$ cat src/rtl/led_scan_if.sv
// Bus between a display-data producer and led_scan_ctrl: hex word load side
// plus the decoder code, anode selects and frame pulse on the output side.
interface led_scan_if #(
    parameter int DIGITS = 8
);
    logic [4*DIGITS-1:0] i_data;
    logic [DIGITS-1:0]   i_dp;
    logic                i_load;
    logic [4:0]          o_dig_ctrl;
    logic [DIGITS-1:0]   o_dig_an;
    logic                o_frame_done;

    modport master (output i_data, i_dp, i_load,
                    input  o_dig_ctrl, o_dig_an, o_frame_done);
    modport slave  (input  i_data, i_dp, i_load,
                    output o_dig_ctrl, o_dig_an, o_frame_done);
endinterface

$ cat src/rtl/led_scan_ctrl.sv
// Time-multiplexed 7-segment scan controller with frame-boundary data swap
// and anti-ghosting blank. Define LED_SCAN_LZS_EN for leading-zero suppression.
module led_scan_ctrl #(
    parameter int DIGITS    = 8,
    parameter int SCAN_DIV  = 50000,
    parameter int BLANK_CYC = 16
) (
    input logic clk,
    input logic rst_n,
    led_scan_if.slave bus
);
    localparam int CW = $clog2(SCAN_DIV);
    localparam int IW = $clog2(DIGITS);

    typedef enum logic {BLANK, SHOW} st_t;

    st_t                   st, st_nx;
    logic [CW-1:0]         cnt, cnt_nx;
    logic [IW-1:0]         idx, idx_nx;
    logic [DIGITS-1:0][3:0] pend_data, act_data, act_data_nx, in_data;
    logic [DIGITS-1:0]     pend_dp, act_dp, act_dp_nx;
    logic                  pend_vld;
    logic                  slot_end, frame_end;
    logic [DIGITS-1:0]     lit_nx, an_nx, dig_an;
    logic [4:0]            dig_ctrl;
    logic                  frame_done;

    assign in_data = bus.i_data;

    always_comb begin
        slot_end    = (cnt == CW'(SCAN_DIV-1));
        frame_end   = slot_end && (idx == IW'(DIGITS-1));
        cnt_nx      = slot_end ? '0 : cnt + 1'b1;
        idx_nx      = idx;
        if (slot_end)
            idx_nx = (idx == IW'(DIGITS-1)) ? '0 : idx + 1'b1;
        st_nx = st;
        case (st)
            BLANK: if (cnt == CW'(BLANK_CYC-1)) st_nx = SHOW;
            SHOW:  if (slot_end) st_nx = BLANK;
            default: st_nx = BLANK;
        endcase
        // A load landing on the frame-end cycle bypasses the pending stage
        act_data_nx = act_data;
        act_dp_nx   = act_dp;
        if (frame_end) begin
            if (bus.i_load) begin
                act_data_nx = in_data;
                act_dp_nx   = bus.i_dp;
            end else if (pend_vld) begin
                act_data_nx = pend_data;
                act_dp_nx   = pend_dp;
            end
        end
    end

`ifdef LED_SCAN_LZS_EN
    // hi_zero[g]: digit g and every digit above it are blank with no dp
    logic [DIGITS:1] hi_zero;
    assign hi_zero[DIGITS] = 1'b1;
    for (genvar g = 1; g < DIGITS; g++) begin : g_lzs
        assign hi_zero[g] = hi_zero[g+1] & (act_data_nx[g] == 4'h0) & ~act_dp_nx[g];
    end
    assign lit_nx = {~hi_zero[DIGITS-1:1], 1'b1};
`else
    assign lit_nx = '1;
`endif

    always_comb begin
        an_nx = '1;
        if (st_nx == SHOW && lit_nx[idx_nx])
            an_nx[idx_nx] = 1'b0;
    end

    always_ff @(posedge clk) begin
        if (!rst_n) begin
            st         <= BLANK;
            cnt        <= '0;
            idx        <= '0;
            act_data   <= '0;
            act_dp     <= '0;
            pend_data  <= '0;
            pend_dp    <= '0;
            pend_vld   <= 1'b0;
            dig_an     <= '1;
            dig_ctrl   <= 5'h00;
            frame_done <= 1'b0;
        end else begin
            st       <= st_nx;
            cnt      <= cnt_nx;
            idx      <= idx_nx;
            act_data <= act_data_nx;
            act_dp   <= act_dp_nx;
            if (bus.i_load && !frame_end) begin
                pend_data <= in_data;
                pend_dp   <= bus.i_dp;
                pend_vld  <= 1'b1;
            end else if (frame_end) begin
                pend_vld  <= 1'b0;
            end
            dig_an <= an_nx;
            if (slot_end)
                dig_ctrl <= {act_dp_nx[idx_nx], act_data_nx[idx_nx]};
            frame_done <= (cnt_nx == CW'(SCAN_DIV-1)) && (idx_nx == IW'(DIGITS-1));
        end
    end

    assign bus.o_dig_an     = dig_an;
    assign bus.o_dig_ctrl   = dig_ctrl;
    assign bus.o_frame_done = frame_done;
endmodule

$ cat src/flat_wrapper.sv
// flat-port wrapper written by rule: the top's interface ports become plain ports
module led_scan_ctrl_flat 
#(
    parameter int DIGITS    = 8,
    parameter int SCAN_DIV  = 50000,
    parameter int BLANK_CYC = 16
)
  (clk, rst_n, bus_i_data, bus_i_dp, bus_i_load, bus_o_dig_ctrl, bus_o_dig_an, bus_o_frame_done);
  led_scan_if #(.DIGITS(DIGITS)) bus_i ();
  input logic clk;
  input logic rst_n;
  input wire logic [$bits(bus_i.i_data)-1:0] bus_i_data;
  input wire logic [$bits(bus_i.i_dp)-1:0] bus_i_dp;
  input wire logic [$bits(bus_i.i_load)-1:0] bus_i_load;
  output wire logic [$bits(bus_i.o_dig_ctrl)-1:0] bus_o_dig_ctrl;
  output wire logic [$bits(bus_i.o_dig_an)-1:0] bus_o_dig_an;
  output wire logic [$bits(bus_i.o_frame_done)-1:0] bus_o_frame_done;
  assign bus_i.i_data = bus_i_data;
  assign bus_i.i_dp = bus_i_dp;
  assign bus_i.i_load = bus_i_load;
  assign bus_o_dig_ctrl = bus_i.o_dig_ctrl;
  assign bus_o_dig_an = bus_i.o_dig_an;
  assign bus_o_frame_done = bus_i.o_frame_done;
  led_scan_ctrl #(.DIGITS(DIGITS), .SCAN_DIV(SCAN_DIV), .BLANK_CYC(BLANK_CYC)) u_core (.clk(clk), .rst_n(rst_n), .bus(bus_i));
endmodule
$ cat config.mk
export PLATFORM = sky130hd
export DESIGN_NAME = led_scan_ctrl_flat
export DESIGN_NICKNAME = d
export VERILOG_FILES = /design/src/rtl/led_scan_if.sv /design/src/rtl/led_scan_ctrl.sv /design/src/flat_wrapper.sv
export SDC_FILE = /design/constraint.sdc
export NUM_CORES = 1
export LEC_CHECK = 0
export CORE_MARGIN = 5
export CORE_UTILIZATION = 50
export DETAILED_ROUTE_END_ITERATION = 6
export PLACE_DENSITY = 0.72
export SLEW_MARGIN = 20
export SYNTH_ARGS = -nofsm -noshare
export SYNTH_HDL_FRONTEND = slang
export SYNTH_SLANG_ARGS = --single-unit
$ cat constraint.sdc
create_clock -name clk -period 7.4 [get_ports clk]
set_clock_uncertainty 0.1 [all_clocks]
set_input_delay 1.48 -clock clk [delete_from_list [all_inputs] [get_ports clk]]
set_output_delay 1.48 -clock clk [all_outputs]
set_load 0.02 [all_outputs]
==> results.md <==
- Run status: finished clean
- Net Switching: 338.5 µW
- Switching share of power: 22.43%
- Die height: 113.9 µm
- Asr flop ratio synth: 0%
- Max-slew violations: 0
- Vias: 4,894
- Max_cap viols: 0
- Slowest stage cell, crit path: nand4_1
- Post-synth EDFFs: 0
- Area Overhead vs Synth: 20.92%
- Delay-heaviest family, CP: compound AO/OA/AOI/OAI gates
- Slew HR: 24.11%
- Dpl cell area: 0.005956 mm²
- Yosys warnings: 0
- Crit share post-route: 53.34%
- Final #Nets: 728
- DPL Wire Length: 9.276 mm
- WS Path Type: flip-flop to flip-flop
- Average vias per placed instance: 5.875
- Final Hold Fails: 0
- Register share of total power: 42.4%
- Post-CTS Setup Bufs: 0
- Initial Util: 50.43%
- Pin count of the biggest net entering global routing: 78
- Pre-CTS setup slack: 3107 ps
- Critical Path, Cell by Cell: ha_1 -> ha_1 -> nand4_1 -> o22a_1 -> o21a_1 -> a2111oi_1 -> a21oi_1
- Startpoint Class: flip-flop
- Core area: 0.01070 mm²
- Endpoints failing setup: 0
- Clk pwr share: 51.0%
- Final Critical Period: 3947 ps
- Antenna cells: 0
- Yosys cell types: 55
- Worst-path clk slew: 60 ps
- Num rows: 38
- DRC violations left: 0
- Share of layout cells above drive strength 1: 9.091%
- Die area: 0.01297 mm²
- Setup TNS: 0 ps
- Avg Cell Area, Syn: 8.288 µm²
- Antenna Nets Post-Route: 0
- Input/output buffers: 56
- Top FF cell, synth: dfxtp_1
- Worst-margin pin slew: 1133 ps
- First-pass GRT wire length: 23.06 mm
- Post-Syn Instances: 651
- Max Fanout on Critical Path: 23
- CTS Buf Count: 17
- Initial antenna violation count: 0
- RSZ-0062 raised after global routing: false
- Max H-tree Level: 4
- CTS tree: built
- Endpoint class of the critical path: flip-flop
- GPL Wtd Cong: 0.8838
- Hold_buf cts: 0
- Hold Path Class: flip-flop to flip-flop
- DIE WIDTH: 113.9 µm
- Internal Power: 1.171 mW
- Global Route Usage Sum: 22.19%
- Final hold slack: 350.5 ps
- Boundary Pins: 57
- Sequential area share after synthesis: 42.67%
- Most common library cell in the layout ignoring fill and taps: dfxtp_1
- Congestion Overflow GR: 0
- Total chip power: 1.509 mW
- Pwr Density: 231.3 mW/mm²
- Max Clock Freq: 253.4 MHz
- Post-Syn Nets: 697
- CP most frequent cell: ha_1
- Synth Cell Area: 0.005395 mm²
- Final Routed Wirelength: 14.07 mm
- CTS Buffer Depth: 2
- Vias in the first global route: 4,746
- Final worst slack: 3453 ps
- Worst path bufs/invs: 0
- Starting DRT DRC Count: 333
- Cts repair resizes: 0
- Root buffer cell: clkbuf_8
- Seq cells post-synth: 115
- Slowest Stage Delay on Critical Path: 1050 ps
- Req. time, crit path: 7690 ps
- Clk_lat worst skew: 520 ps
- Commonest non-fill, non-tap cells in the layout: dfxtp_1 (115), nand2_1 (102), nor2_1 (66)
- Cell area after layout: 0.006524 mm²
- Power share of the combinational group: 6.6%
- Routed wire per std cell: 16.89 µm
- Iteration count of the initial detailed-routing pass: 4
- Clock sinks: 115
- Peak supply drop: 0.0001468 V
- CP arrival: 4240 ps
- Static leakage: 2.485 nW
-- per-stage QoR --
| step | cells | util [%] |
|---|---|---|
| 2_1_floorplan | 651 | - |
| 3_3_place_gp | 803 | 55.67 |
| 3_5_place_dp | 803 | 55.67 |
| 4_1_cts | 833 | 60.88 |
| 5_1_grt | 833 | 60.98 |
| 6_report | 833 | 60.98 |
-- metal layers --
layer | GRT usage [%] | wire length [µm] | part of all wire, %
met5 | 0 | 0 | 0
met4 | 8.234 | 282 | 2.0
met3 | 5.252 | 867 | 6.2
met2 | 37.26 | 6893 | 49
met1 | 27.75 | 6022 | 43
-- final timing paths --
kind                   startpoint  cells after the start  slack (ps)                  endpoint
min          u_core.pend_data[17]                      2         350      u_core.pend_data[17]
max reg2reg         u_core.idx[0]                      7        3450  u_core.bus.o_dig_ctrl[0]
max                 u_core.idx[0]                      7        3450  u_core.bus.o_dig_ctrl[0]
min reg2reg  u_core.pend_data[17]                      2         350      u_core.pend_data[17]
-- synthesized netlist by cell type (4+ instances only) --
cell type | instances | area share, %
o21a_1 | 4 | 0.56
xnor2_1 | 8 | 1.3
and2_1 | 7 | 0.81
clkbuf_1 | 31 | 2.2
a31oi_1 | 13 | 1.5
xor2_1 | 5 | 0.81
inv_1 | 13 | 0.90
o211a_1 | 5 | 0.93
o22ai_1 | 23 | 2.7
mux2i_1 | 18 | 3.3
nor2b_1 | 5 | 0.58
mux2_2 | 17 | 3.5
nand2b_1 | 4 | 0.46
buf_2 | 14 | 1.3
nor3_1 | 33 | 3.1
nand3_1 | 9 | 0.83
nand3b_1 | 14 | 1.9
dfxtp_1 | 115 | 43
o32a_1 | 12 | 2.2
nor2_1 | 66 | 4.6
a21oi_1 | 51 | 4.7
o21ai_0 | 11 | 1.0
o22a_1 | 9 | 1.5
nand2_1 | 102 | 7.1
and3_1 | 10 | 1.2
nor4_1 | 8 | 0.93
-- sequential cells by signal (all words and copies together), names as in the netlist --
name,flops
u_core.bus.o_frame_done,1
u_core.bus.o_dig_ctrl,5
u_core.idx,3
u_core.cnt,16
u_core.act_dp,8
u_core.st,1
u_core.act_data,32
u_core.bus.o_dig_an,8
u_core.pend_vld,1
u_core.pend_data,32
u_core.pend_dp,8
-- power by group through the flow --
stage / combinational, mW / clock, mW / sequential (mW)
final: 0.0991 / 0.770 / 0.640
after global routing: 0.109 / 0.809 / 0.641
after CTS: 0.0988 / 0.776 / 0.640
after detailed placement: 0.0982 / 0 / 0.653
after global placement: 0.0961 / 0 / 0.652
after floorplan: 0.0590 / 0 / 0.651
-- logic make-up after synthesis --
logic type	count (synthesis)	share of synthesized area (%)
xor gates and xnor gates	13	2.110
muxes	35	6.888
buffers and inverters	64	5.079
DFF	115	42.67
AOI/OAI and AO/OA	149	18.62
adders and majority gates	3	0.6958
and+or+nand+nor	272	23.93
-- worst min-delay path, delay by kind of cell (launching register included) --
kind            cells  cell delay [ps]
compound gates      1               50
flops               1              300
simple gates        1               50
-- final cells by class --
cell class,count,area (µm²)
Clock inverter,9,107.6
Fill cell,947,4174
Tap cell,140,175.2
Inverter,14,52.55
Timing Repair Buffer,62,600.6
Multi-Input combinational cell,472,2836
Clock buffer,21,449.2
Sequential cell,115,2302
(Power assumes the default switching activity.)
